===== src/rtl/mem_bus_stage_pkg.sv =====
// Shared definitions for the memory-access stage: opcodes, FSM states, access sizes
// and small opcode-decoding helpers.
package mem_bus_stage_pkg;

    localparam int RegBus     = 32;
    localparam int RegAddrBus = 5;

    localparam logic [7:0] EXE_LB_OP  = 8'b11100000;
    localparam logic [7:0] EXE_LBU_OP = 8'b11100100;
    localparam logic [7:0] EXE_LH_OP  = 8'b11100001;
    localparam logic [7:0] EXE_LHU_OP = 8'b11100101;
    localparam logic [7:0] EXE_LW_OP  = 8'b11100011;
    localparam logic [7:0] EXE_SB_OP  = 8'b11101000;
    localparam logic [7:0] EXE_SH_OP  = 8'b11101001;
    localparam logic [7:0] EXE_SW_OP  = 8'b11101011;

    typedef enum logic [1:0] {
        ST_IDLE = 2'd0,
        ST_BUSY = 2'd1,
        ST_DONE = 2'd2
    } state_t;

    typedef enum logic [1:0] {
        SZ_BYTE = 2'd0,
        SZ_HALF = 2'd1,
        SZ_WORD = 2'd2
    } size_t;

    function automatic logic is_load_op(input logic [7:0] op);
        return (op == EXE_LB_OP) || (op == EXE_LBU_OP) || (op == EXE_LH_OP) ||
               (op == EXE_LHU_OP) || (op == EXE_LW_OP);
    endfunction

    function automatic logic is_store_op(input logic [7:0] op);
        return (op == EXE_SB_OP) || (op == EXE_SH_OP) || (op == EXE_SW_OP);
    endfunction

    function automatic logic is_mem_op(input logic [7:0] op);
        return is_load_op(op) || is_store_op(op);
    endfunction

    function automatic size_t op_size(input logic [7:0] op);
        case (op)
            EXE_LB_OP, EXE_LBU_OP, EXE_SB_OP: return SZ_BYTE;
            EXE_LH_OP, EXE_LHU_OP, EXE_SH_OP: return SZ_HALF;
            default:                          return SZ_WORD;
        endcase
    endfunction

    function automatic logic op_signed(input logic [7:0] op);
        return (op == EXE_LB_OP) || (op == EXE_LH_OP);
    endfunction

endpackage


===== src/rtl/mem_bus_stage_lane_align.sv =====
// mem_lane_align: big-endian byte-lane steering. Produces lane enables, replicated
// store data, the sign/zero-extended load value and a misalignment indication.
module mem_lane_align
    import mem_bus_stage_pkg::*;
(
    input  logic [7:0]        aluop,
    input  logic [1:0]        addr_low,
    input  logic [RegBus-1:0] reg2,
    input  logic [RegBus-1:0] rdata,
    output logic [3:0]        sel,
    output logic [RegBus-1:0] wdata,
    output logic [RegBus-1:0] rdata_ext,
    output logic              misaligned
);

    // rbyte[n] is the byte at address offset n (offset 0 is the MSB lane).
    logic [7:0] rbyte [4];
    size_t      size;
    logic       sign;

    genvar gi;
    generate
        for (gi = 0; gi < 4; gi++) begin : g_lane
            assign rbyte[gi] = rdata[RegBus-1-8*gi -: 8];
        end
    endgenerate

    always_comb begin
        size       = op_size(aluop);
        sign       = op_signed(aluop);
        sel        = 4'b1111;
        wdata      = reg2;
        rdata_ext  = rdata;
        misaligned = 1'b0;
        case (size)
            SZ_BYTE: begin
                sel       = 4'b1000 >> addr_low;
                wdata     = {4{reg2[7:0]}};
                rdata_ext = {{24{sign & rbyte[addr_low][7]}}, rbyte[addr_low]};
            end
            SZ_HALF: begin
                // addr_low[0] is ignored for lane selection; it only flags misalignment.
                sel        = addr_low[1] ? 4'b0011 : 4'b1100;
                wdata      = {2{reg2[15:0]}};
                rdata_ext  = addr_low[1] ? {{16{sign & rbyte[2][7]}}, rbyte[2], rbyte[3]}
                                         : {{16{sign & rbyte[0][7]}}, rbyte[0], rbyte[1]};
                misaligned = addr_low[0];
            end
            default: begin
                misaligned = |addr_low;
            end
        endcase
    end

endmodule


===== src/rtl/mem_bus_stage.sv =====
// Memory-access stage: single-outstanding req/ack bus with timeout abort and stall.
// Optional MEM_ALIGN_CHECK_EN aborts misaligned halfword/word accesses without a bus cycle.
module mem_bus_stage
    import mem_bus_stage_pkg::*;
#(
    parameter int TIMEOUT_CYCLES = 255
) (
    input  logic                  clk,
    input  logic                  rst,
    input  logic [RegAddrBus-1:0] ex_wd,
    input  logic                  ex_wreg,
    input  logic [RegBus-1:0]     ex_wdata,
    input  logic [7:0]            ex_aluop,
    input  logic [RegBus-1:0]     ex_mem_addr,
    input  logic [RegBus-1:0]     ex_reg2,
    output logic [RegAddrBus-1:0] mem_wd,
    output logic                  mem_wreg,
    output logic [RegBus-1:0]     mem_wdata,
    output logic                  stallreq_mem,
    output logic                  bus_req,
    output logic                  bus_we,
    output logic [RegBus-1:0]     bus_addr,
    output logic [3:0]            bus_sel,
    output logic [RegBus-1:0]     bus_wdata,
    input  logic                  bus_ack,
    input  logic [RegBus-1:0]     bus_rdata,
    output logic                  bus_err
);

`ifdef MEM_ALIGN_CHECK_EN
    localparam logic ALIGN_CHECK = 1'b1;
`else
    localparam logic ALIGN_CHECK = 1'b0;
`endif
    localparam logic [7:0] TIMEOUT_VAL = 8'(TIMEOUT_CYCLES);

    state_t            state_reg, state_next;
    logic [7:0]        count_reg, count_next, count_inc;
    logic              abort_reg, abort_next;
    logic [RegBus-1:0] load_result_reg, load_result_next;
    logic              bus_req_reg, bus_req_next;
    logic              bus_we_reg, bus_we_next;
    logic [RegBus-1:0] bus_addr_reg, bus_addr_next;
    logic [3:0]        bus_sel_reg, bus_sel_next;
    logic [RegBus-1:0] bus_wdata_reg, bus_wdata_next;
    logic              bus_err_reg, bus_err_next;

    logic              mem_op, load_op;
    logic [3:0]        lane_sel;
    logic [RegBus-1:0] lane_wdata, lane_rdata_ext;
    logic              misaligned;

    assign mem_op    = is_mem_op(ex_aluop);
    assign load_op   = is_load_op(ex_aluop);
    assign count_inc = count_reg + 8'd1;

    mem_lane_align u_lane_align (
        .aluop      (ex_aluop),
        .addr_low   (ex_mem_addr[1:0]),
        .reg2       (ex_reg2),
        .rdata      (bus_rdata),
        .sel        (lane_sel),
        .wdata      (lane_wdata),
        .rdata_ext  (lane_rdata_ext),
        .misaligned (misaligned)
    );

    always_ff @(posedge clk or negedge rst) begin
        if (!rst) begin
            state_reg       <= ST_IDLE;
            count_reg       <= 8'd0;
            abort_reg       <= 1'b0;
            load_result_reg <= '0;
            bus_req_reg     <= 1'b0;
            bus_we_reg      <= 1'b0;
            bus_addr_reg    <= '0;
            bus_sel_reg     <= 4'b0000;
            bus_wdata_reg   <= '0;
            bus_err_reg     <= 1'b0;
        end else begin
            state_reg       <= state_next;
            count_reg       <= count_next;
            abort_reg       <= abort_next;
            load_result_reg <= load_result_next;
            bus_req_reg     <= bus_req_next;
            bus_we_reg      <= bus_we_next;
            bus_addr_reg    <= bus_addr_next;
            bus_sel_reg     <= bus_sel_next;
            bus_wdata_reg   <= bus_wdata_next;
            bus_err_reg     <= bus_err_next;
        end
    end

    always_comb begin
        state_next       = state_reg;
        count_next       = count_reg;
        abort_next       = abort_reg;
        load_result_next = load_result_reg;
        bus_req_next     = bus_req_reg;
        bus_we_next      = bus_we_reg;
        bus_addr_next    = bus_addr_reg;
        bus_sel_next     = bus_sel_reg;
        bus_wdata_next   = bus_wdata_reg;
        bus_err_next     = 1'b0;
        stallreq_mem     = 1'b0;
        case (state_reg)
            ST_IDLE: begin
                if (mem_op) begin
                    stallreq_mem = 1'b1;
                    if (ALIGN_CHECK && misaligned) begin
                        abort_next   = 1'b1;
                        bus_err_next = 1'b1;
                        state_next   = ST_DONE;
                    end else begin
                        bus_req_next   = 1'b1;
                        bus_we_next    = is_store_op(ex_aluop);
                        bus_addr_next  = {ex_mem_addr[RegBus-1:2], 2'b00};
                        bus_sel_next   = lane_sel;
                        bus_wdata_next = lane_wdata;
                        count_next     = 8'd0;
                        abort_next     = 1'b0;
                        state_next     = ST_BUSY;
                    end
                end
            end
            ST_BUSY: begin
                stallreq_mem = 1'b1;
                // Ack is checked first so a simultaneous ack and timeout completes normally.
                if (bus_ack) begin
                    load_result_next = lane_rdata_ext;
                    bus_req_next     = 1'b0;
                    state_next       = ST_DONE;
                end else begin
                    count_next = count_inc;
                    if (count_inc == TIMEOUT_VAL) begin
                        bus_req_next = 1'b0;
                        bus_err_next = 1'b1;
                        abort_next   = 1'b1;
                        state_next   = ST_DONE;
                    end
                end
            end
            ST_DONE: begin
                state_next = ST_IDLE;
            end
            default: begin
                state_next = ST_IDLE;
            end
        endcase
    end

    always_comb begin
        mem_wd    = ex_wd;
        mem_wreg  = ex_wreg;
        mem_wdata = ex_wdata;
        if (state_reg == ST_DONE && mem_op) begin
            if (load_op) begin
                mem_wdata = load_result_reg;
            end
            if (abort_reg) begin
                mem_wreg = 1'b0;
            end
        end
    end

    assign bus_req   = bus_req_reg;
    assign bus_we    = bus_we_reg;
    assign bus_addr  = bus_addr_reg;
    assign bus_sel   = bus_sel_reg;
    assign bus_wdata = bus_wdata_reg;
    assign bus_err   = bus_err_reg;

endmodule


===== config.mk =====
export PLATFORM = sky130hd
export DESIGN_NAME = mem_bus_stage
export DESIGN_NICKNAME = d
export VERILOG_FILES = /design/src/rtl/mem_bus_stage_pkg.sv /design/src/rtl/mem_bus_stage_lane_align.sv /design/src/rtl/mem_bus_stage.sv
export SDC_FILE = /design/constraint.sdc
export NUM_CORES = 1
export LEC_CHECK = 0
export ABC_AREA = 0
export BUFFER_PORTS_ARGS = -buffer_cell sky130_fd_sc_hd__buf_2
export CAP_MARGIN = 15
export CORE_ASPECT_RATIO = 0.9
export CORE_MARGIN = 3
export CORE_UTILIZATION = 48
export DETAILED_ROUTE_END_ITERATION = 7
export GPL_TIMING_DRIVEN = 0
export PLACE_DENSITY = 0.81
export SLEW_MARGIN = 40
export SYNTH_ARGS = -nofsm -noshare
export SYNTH_HDL_FRONTEND = slang
export SYNTH_SLANG_ARGS = --single-unit
export TNS_END_PERCENT = 10

===== constraint.sdc =====
create_clock -name clk -period 1.9 [get_ports clk]
set_input_delay 0.095 -clock clk [delete_from_list [all_inputs] [get_ports clk]]
set_output_delay 0.095 -clock clk [all_outputs]
set_load 0.01 [all_outputs]

==> out/results.ini, run 1 <==
[outcome]
outcome = finished with violations
violations = setup timing

[critical_path]
cp-start-kind = register
setup.worst_path.end_class = primary output
cp_common_cell = buf_8
crit_arrival_ps = 1880
slowest_stage = dfrtp_1
cp_top_family = buffers and inverters
cp_max_fo = 7
path_class = reg2out
crit_chain = nor2_1 > and3_1 > buf_8 > buf_8 > mux2_4 > buf_6
r2r_slack_ps = 40
max_stage_delay_ps = 400
cp_num_buf_inv = 3
required_ps = 1800

[clocking]
htree_num_levels = 3
cts_sinks = 112
cts_tree = built
ctsRootBufferMaster = clkbuf_16
insertion_delay_ps = 340
cts_made_buffers = 9
clk_pin_slew_ps = 80
clock_path_buffers = 2

[timing]
tightest_slew_ps = 731
setup_tns_ps = -1740
rsz0062_at_grt = true
timing.final.crit_share_pct = 104
fmax_mhz = 506
whs_ps = 10.4
finalHoldViolCount = 0
relSlewSlack_pct = 51.2
finClkSkew_ps = 6.83
fin_ws_ps = -77.2
slew_violations = 0
setup_viol = 32
finalCriticalPeriod_ps = 1980

[detailed_routing]
drc = 0
routed_via_density = 5.49
wl_per_cell_um = 18.4
vias = 6204
antenna_left = 0
drtIter0Drc = 454
firstDrtPassIters = 5
wl_mm = 20.7

[yosys]
syn_inst = 662
synth_top_area_cell = dfrtp_1
ys_ff_latch = 112
yosysSeqAreaShare_pct = 48.1
synth_area_per_cell_um2 = 8.80
synth_common_cells = nand2_1 (175), dfrtp_1 (112), nor2_1 (66)
synth_area_leaders = dfrtp_1 (48%), nand2_1 (11%), mux2_2 (6.0%)
yosys.area.top_type_share_pct = 48.1
synthArstFlopShare_pct = 100
synth-edff-count = 0
yosys_warnings = 0
synth_cell_types = 53
yosysMostFrequentCell = nand2_1
syn-cell-area_um2 = 5820
ys.flop_type = dfrtp_1

[floorplanning]
ioPinCount = 255
dieWidth_um = 122
fp.dieH_um = 110
start_util_pct = 50.1
fp-row-count = 37
core_um2 = 11600
dieArea_um2 = 13500

[final_layout]
area_growth_pct = 46.1
final.fill_count = 817
drive_gt1_share_pct = 35.9
layout.nets = 1116
antenna_cells = 0

[pwr]
power_density_nw_per_um2 = 870
net-switching-power_mw = 2.30
power_mw = 7.40
p_comb_share_pct = 25.7
max-vdd-ir-drop_uv = 646
pwr-share-seq_pct = 45.5
clock_power_share_pct = 28.8
p_leak_nw = 4.33
p_int_mw = 5.10
netSwitchingFraction_pct = 31.1

[grt]
antenna_found_initial = 0
grt_max_degree = 64
grt_usage_pct = 29.8
grt_pass1_wl_mm = 31.8
grt_pass1_vias = 6230
grt_remaining_overflow = 0

[placed_design]
gp_congestion = 0.955
port_buffers = 245
post-dp-hpwl_mm = 13.9

[flow_run]
cap_violations = 0

[min_path]
hold_path.class = in2reg

==> worst reg2reg max path, delay by kind of cell, from the launching register on <==
family	cells	cell delay, ps
adder cells (fa/ha/maj)	1	250
AO/OA/AOI/OAI	3	560
AND/OR/NAND/NOR	2	500
flip-flops	1	430
==> layer usage <==
layer | global-route usage (%) | part of all wire, %
met1 | 37.3 | 39
met2 | 47.7 | 48
met4 | 10.7 | 3.8
met5 | 0 | 0
met3 | 10.5 | 10
==> power groups by stage <==
stage	registers, mW	logic, mW	clock network, mW
global route	3.43	2.11	2.26
finish	3.36	1.90	2.13
floorplan	3.46	0.729	0
global placement	3.36	1.65	0
CTS	3.34	1.83	2.16
detailed placement	3.36	1.72	0
==> stage by stage <==
stage / instance area [µm²] / setup WS (ps) / utilization (%) / instances
final: 8510 / -77.2 / 73.2 / 1130
after detailed placement: 7290 / -20.5 / 62.7 / 1065
after global routing: 8510 / -135 / 73.2 / 1130
after CTS: 8320 / -68.1 / 71.6 / 1127
after floorplan: 5830 / 182 / - / 663
after global placement: 7250 / -612 / 62.4 / 1064
==> area by class of cell <==
class	count	area (µm²)	area share, %
buffer	52	312	3.66
timing repair buffer	295	1980	23.3
clock inverter	5	85.1	1.00
multi-input combinational	493	2860	33.6
inverter	6	22.5	0.265
tap	156	195	2.29
clock buffer	11	253	2.97
sequential	112	2800	33.0
==> kinds of logic (layout without fill, tap and decap cells) <==
group	after synthesis	in the layout	share of synthesized area [%]
AOI/OAI and AO/OA	149	149	14.9
other	1	2	0.0644
DFF	112	112	48.1
buffers and inverters	58	369	5.03
adders and majority gates	2	2	0.430
and+or+nand+nor	280	280	20.4
xor gates and xnor gates	2	2	0.301
muxes	58	58	10.7
==> path summary, 6_finish.rpt <==
path | start | end | depth (start not counted)
worst min register to register | bus_wdata[3] | bus_wdata[3] | 2
worst min-delay path | ex_reg2[3] | bus_wdata[3] | 3
worst max register to register | count_reg[0] | abort_reg | 6
max in group asynchronous | rst | bus_addr[21] | 3
min in group asynchronous | rst | load_result_reg[3] | 2
worst max-delay path | state_reg[0] | mem_wdata[7] | 6
==> cells in the final DEF, fill, tap and decap left out, types with 3 or more instances in the layout <==
cell type / instances
a221oi_1: 5
dlygate4sd3_1: 43
mux2i_1: 25
nor3_1: 3
mux2_4: 29
nand2b_1: 11
buf_2: 234
and2_1: 3
o31ai_1: 3
and2_2: 3
nand2_1: 175
a221o_1: 5
clkbuf_16: 11
buf_4: 11
inv_1: 6
o21ai_1: 17
buf_8: 4
a21oi_1: 59
clkbuf_2: 3
buf_6: 31
dfrtp_1: 111
mux2_2: 3
o21ai_0: 27
nor2_1: 66
a31oi_1: 18
clkbuf_1: 15
==> what timing repair did <==
item,in CTS,in global routing
pin swaps,2,1
endpoints found under the setup margin,31,44
resized for setup,47,33
buffers inserted,2,1
hold endpoints to repair,91,0
gates cloned,1,2
hold buffers,43,0
(Power assumes the default switching activity.)
==> run 2: changes to the inputs <==
--- a/config.mk
+++ b/config.mk
@@ -10,10 +10,10 @@
 export CAP_MARGIN = 15
 export CORE_ASPECT_RATIO = 0.9
 export CORE_MARGIN = 3
-export CORE_UTILIZATION = 48
+export CORE_UTILIZATION = 52
 export DETAILED_ROUTE_END_ITERATION = 7
 export GPL_TIMING_DRIVEN = 0
-export PLACE_DENSITY = 0.81
+export PLACE_DENSITY = 0.87
 export SLEW_MARGIN = 40
 export SYNTH_ARGS = -nofsm -noshare
 export SYNTH_HDL_FRONTEND = slang
==> constraint.sdc (replaced) <==
create_clock -name clk -period 2.5 [get_ports clk]
set_input_delay 0.125 -clock clk [delete_from_list [all_inputs] [get_ports clk]]
set_output_delay 0.125 -clock clk [all_outputs]
set_load 0.01 [all_outputs]
==> run 2 against run 1 <==
- sequential power is 24% lower
- cell count is 2.0% lower
- clock power fell by 35%
- power is 28% lower
- wire length fell by 4.0%
- utilization shrank 1.1 points
- the flow now finishes without violations
==> out/results.ini, run 2 (synthesis results as in run 1) <==
[floorplanning]
dieWidth_um = 118  ; -3.7%
fp-row-count = 36  ; -2.7%
start_util_pct = 53.4  ; +3.3 points
fp.dieH_um = 106  ; -3.7%
core_um2 = 10900  ; -6.2%
ioPinCount = 255  ; unchanged
dieArea_um2 = 12500  ; -7.3%

[timing]
slew_violations = 0  ; unchanged
setup_tns_ps = 0  ; +1740 ps
relSlewSlack_pct = 48.8  ; -2.5 points
rsz0062_at_grt = false
timing.final.crit_share_pct = 86.1
tightest_slew_ps = 763  ; +31.4 ps
fmax_mhz = 465
finalCriticalPeriod_ps = 2150
setup_viol = 0  ; -100%
finalHoldViolCount = 0  ; unchanged
finClkSkew_ps = 8.64  ; +1.81 ps
fin_ws_ps = 348  ; +425 ps

[clocking]
ctsRootBufferMaster = clkbuf_16
cts_tree = built
cts_resized = 0  ; -100%
htree_num_levels = 3  ; unchanged
insertion_delay_ps = 350  ; about the same
clock_path_buffers = 2  ; unchanged
clk_pin_slew_ps = 80  ; about the same
cts_sinks = 112  ; unchanged
cts_made_buffers = 9  ; unchanged
post_cts_buffers = 0  ; -2

[final_layout]
fin_cells = 1107  ; -2.0%
area_growth_pct = 35.1
final_cell_mix = buf_2 (265), nand2_1 (175), dfrtp_1 (112), nor2_1 (66), a21oi_1 (59)
layout.nets = 1098  ; -1.6%
antenna_cells = 0  ; unchanged
final_common_cell = buf_2
post-route-cell-area_um2 = 7870  ; -7.5%
drive_gt1_share_pct = 35.2  ; -0.75 points
final.fill_count = 812  ; -0.61%

[pwr]
p_comb_share_pct = 25.9  ; +0.2 points
pwr-share-seq_pct = 48.0  ; +2.5 points
netSwitchingFraction_pct = 32.9  ; +1.9 points
p_leak_nw = 4.03  ; -6.8%
power_mw = 5.31  ; -28%
net-switching-power_mw = 1.75  ; -24%
clock_power_share_pct = 26.1  ; -2.7 points
max-vdd-ir-drop_uv = 464  ; -28%
p_int_mw = 3.56  ; -30%
power_density_nw_per_um2 = 675  ; -22%

[grt]
grt_max_degree = 68  ; +6.3%
grt_pass1_wl_mm = 31.2  ; -1.9%
grt_remaining_overflow = 0  ; unchanged
grt_pass1_vias = 6105  ; -2.0%
antenna_found_initial = 1  ; +1
grt_usage_pct = 31.3  ; +1.5 points

[min_path]
hold_path.class = in2reg

[flow_run]
cap_violations = 0  ; unchanged

[placed_design]
post-dp-hpwl_mm = 14.2  ; +1.7%
placed_cell_area_um2 = 7280  ; about the same
place_inst = 1061  ; -0.38%
pre_cts_slack_ps = 594  ; +614 ps
gp_congestion = 0.983  ; +2.9%
port_buffers = 245  ; unchanged

[detailed_routing]
wl_mm = 19.9  ; -4.0%
vias = 6145  ; -0.95%
routed_via_density = 5.55  ; +1.1%
drtIter0Drc = 568  ; +25%
antenna_left = 0  ; unchanged
drc = 0  ; unchanged
wl_per_cell_um = 18.0  ; -2.0%
firstDrtPassIters = 5  ; unchanged

[critical_path]
cp-start-kind = register
path_class = reg2out
crit_arrival_ps = 2030  ; +150 ps
setup.worst_path.end_class = primary output
cp_max_fo = 10  ; +3
required_ps = 2380  ; +580 ps

[outcome]
outcome = finished clean

run 2: worst paths after layout:
check                             start                  end  slack, ps  cells past startpoint
min in group asynchronous           rst   load_result_reg[3]        320                      2
setup reg to reg           state_reg[1]  load_result_reg[28]        530                      6
setup / recovery           state_reg[0]         mem_wdata[7]        350                      6
hold / removal              ex_reg2[19]        bus_wdata[19]         30                      3
hold reg to reg            bus_addr[28]         bus_addr[28]        480                      2
max in group asynchronous           rst         bus_addr[31]       1570                      3
run 2: final cells by class:
class	count	area (µm²)	share of cell area, %
clock inverter	6	51.3	0.652
sequential	112	2800	35.6
multi-input combinational	493	2730	34.7
clock buffer	9	225	2.86
inverter	6	22.5	0.286
tap	152	190	2.42
buffer	52	270	3.44
timing repair buffer	277	1570	20.0
run 2: power groups by stage:
| stage | logic, mW | registers, mW | clock network (mW) |
|---|---|---|---|
| finish | 1.37 | 2.55 | 1.39 |
| global route | 1.51 | 2.60 | 1.47 |
| CTS | 1.35 | 2.53 | 1.40 |
| detailed placement | 1.31 | 2.56 | 0 |
| global placement | 1.25 | 2.55 | 0 |
| floorplan | 0.554 | 2.63 | 0 |
run 2: through the flow:
step | hold WS, ps | util, %
2_1_floorplan | -171 | -
3_3_place_gp | 314 | 66.4
3_5_place_dp | 116 | 66.8
4_1_cts | 17.6 | 72.2
5_1_grt | 24.4 | 72.2
6_report | 26.2 | 72.2
run 2: layer usage:
metal  GRT usage [%]  routed length, µm  vias to the layer above
li1                -                  -                     2813
met1            39.4               7870                     2880
met2            51.7               9420                      378
met3            8.40               1890                       74
met4            13.1                731                        0
met5               0                  0                        -
run 2: critical path: stages, from the launching register on:
cell     delay (ps)
dfrtp_1         430
nor2_1          160
and3_1          170
buf_2           190
buf_4           230
mux2_1          360
buf_2           150
run 2: what timing repair did:
| action | in CTS | in global routing |
|---|---|---|
| hold endpoints to repair | 96 | 0 |
| hold buffers | 31 | 0 |
| endpoints found under the setup margin | 0 | 0 |
==> run 3: changes to the inputs <==
--- a/config.mk
+++ b/config.mk
@@ -8,12 +8,14 @@
 export ABC_AREA = 0
 export BUFFER_PORTS_ARGS = -buffer_cell sky130_fd_sc_hd__buf_2
 export CAP_MARGIN = 15
+export CELL_PAD_IN_SITES_DETAIL_PLACEMENT = 1
+export CELL_PAD_IN_SITES_GLOBAL_PLACEMENT = 1
 export CORE_ASPECT_RATIO = 0.9
 export CORE_MARGIN = 3
-export CORE_UTILIZATION = 52
+export CORE_UTILIZATION = 37
 export DETAILED_ROUTE_END_ITERATION = 7
 export GPL_TIMING_DRIVEN = 0
-export PLACE_DENSITY = 0.87
+export PLACE_DENSITY_LB_ADDON = 0.1
 export SLEW_MARGIN = 40
 export SYNTH_ARGS = -nofsm -noshare
 export SYNTH_HDL_FRONTEND = slang
==> run 3 against run 2 <==
- worst setup slack got worse by 35 ps
- die area rose by 38%
- non-clock buffer count did not move
- clock power rose by 12%
- flip-flop and latch count did not move
- first-iteration DRC count fell by 60%
- wire length rose by 11%
- via count fell by 3.5%
==> out/results.ini, run 3 (synthesis results as in run 1) <==
[clocking]
clock_path_buffers = 2  ; unchanged
cts_sinks = 112  ; unchanged
clk_pin_slew_ps = 80  ; about the same
cts_resized = 0  ; unchanged
ctsRootBufferMaster = clkbuf_16
cts_tree = built
htree_num_levels = 3  ; unchanged
post_cts_buffers = 0  ; unchanged
insertion_delay_ps = 360  ; about the same
cts_made_buffers = 9  ; unchanged

[floorplanning]
fp-row-count = 42  ; +17%
ioPinCount = 255  ; unchanged
start_util_pct = 38.7  ; -15 points
core_um2 = 15000  ; +38%
dieWidth_um = 138  ; +18%
fp.dieH_um = 125  ; +18%
dieArea_um2 = 17300  ; +38%

[grt]
grt_pass1_vias = 6543  ; +7.2%
grt_max_degree = 74  ; +8.8%
grt_usage_pct = 25.2  ; -6.1 points
grt_remaining_overflow = 0  ; unchanged
antenna_found_initial = 4  ; +3
grt_pass1_wl_mm = 35.5  ; +14%

[timing]
fmax_mhz = 457  ; -1.6%
slew_violations = 0  ; unchanged
setup_viol = 0  ; unchanged
finalCriticalPeriod_ps = 2190  ; +34.7 ps
finalHoldViolCount = 0  ; unchanged
relSlewSlack_pct = 46.6  ; -2.1 points
timing.final.crit_share_pct = 87.5  ; +1.4 points
finClkSkew_ps = 11.8  ; +3.19 ps
whs_ps = 18.1  ; -8.18 ps
fin_ws_ps = 313  ; -34.7 ps
rsz0062_at_grt = false
tightest_slew_ps = 794  ; +31.6 ps

[detailed_routing]
wl_mm = 22.1  ; +11%
wl_per_cell_um = 19.1  ; +6.0%
routed_via_density = 5.12  ; -7.8%
firstDrtPassIters = 4  ; -1
antenna_left = 0  ; unchanged
drtIter0Drc = 228  ; -60%
drc = 0  ; unchanged
vias = 5927  ; -3.5%

[placed_design]
gp_congestion = 0.917  ; -6.7%
pre_cts_slack_ps = 519  ; -74.6 ps
placed_cell_area_um2 = 7340  ; +0.79%
post-dp-hpwl_mm = 16.7  ; +18%
port_buffers = 245  ; unchanged

[critical_path]
cp-start-kind = register
cp_max_fo = 10  ; unchanged
setup.worst_path.end_class = primary output
required_ps = 2380  ; about the same
path_class = reg2out
crit_arrival_ps = 2060  ; +30 ps

[final_layout]
layout.nets = 1098  ; unchanged
multi_input_area_um2 = 2730  ; unchanged
drive_gt1_share_pct = 35.3  ; +0.068 points
final_common_cell = buf_2
final_cell_mix = buf_2 (265), nand2_1 (175), dfrtp_1 (112), nor2_1 (66), a21oi_1 (59)
area_growth_pct = 37.0
post-route-cell-area_um2 = 7980  ; +1.4%
seqCellArea_um2 = 2800  ; unchanged
final.fill_count = 1860  ; +130%

[pwr]
p_leak_nw = 4.05  ; +0.47%
max-vdd-ir-drop_uv = 407  ; -12%
power_density_nw_per_um2 = 689  ; +2.1%

[min_path]
hold_path.class = in2reg

[flow_run]
cap_violations = 0  ; unchanged

[outcome]
outcome = finished clean

run 3: cell types whose count changed in the layout (fill, tap and decap cells not counted), sizes merged:
cell	change
diode	+4
inv	+1
bufinv	+1
clkinv	-1
run 3: timing repair:
item	CTS	global route
hold buffers	31	0
endpoints found under the hold margin	69	0
endpoints found under the setup margin	0	0
run 3: worst paths after layout:
kind                              start             endpoint  slack, ps  cells after the start
setup reg to reg           count_reg[0]            abort_reg        510                      6
hold / removal              ex_reg2[21]        bus_wdata[21]         20                      3
setup / recovery           state_reg[0]        mem_wdata[16]        310                      6
min in group asynchronous           rst         count_reg[3]        240                      2
hold reg to reg               abort_reg            abort_reg        480                      1
max in group asynchronous           rst  load_result_reg[26]       1570                      3
run 3: area by class of cell:
class                           instances  area share (%)
Tap cell                              198            3.10
Buffer                                 52            3.39
Inverter                                6           0.282
Sequential cell                       112            35.1
Timing Repair Buffer                  277            19.7
Clock buffer                            9            2.82
Antenna cell                            4           0.125
Multi-Input combinational cell        493            34.2
Clock inverter                          7            1.19
run 3: power by group:
group	internal (mW)	switching, mW
combinational	0.606	0.773
clock	0.811	0.749
sequential	2.27	0.295
run 3: through the flow:
stage,util [%],instances,power (mW),TNS [ps]
finish,53.1,1158,5.50,0
global route,53.1,1158,5.84,0
global placement,48.6,1106,3.82,-6400
CTS,53.0,1154,5.55,0
floorplan,-,663,3.18,0
detailed placement,48.8,1107,3.92,0
run 3: metal layers:
layer  GRT usage, %  wire length, µm
met5              0                0
met2           43.7            10900
met3           6.87             1440
met4           6.74              413
met1           31.2             9280
run 3: worst max-delay path: stages (launching register included):
cell and delay [ps]:
dfrtp_1 420, nor2_1 170, and3_1 170, buf_2 220, buf_4 240, mux2_2 350
buf_2 140
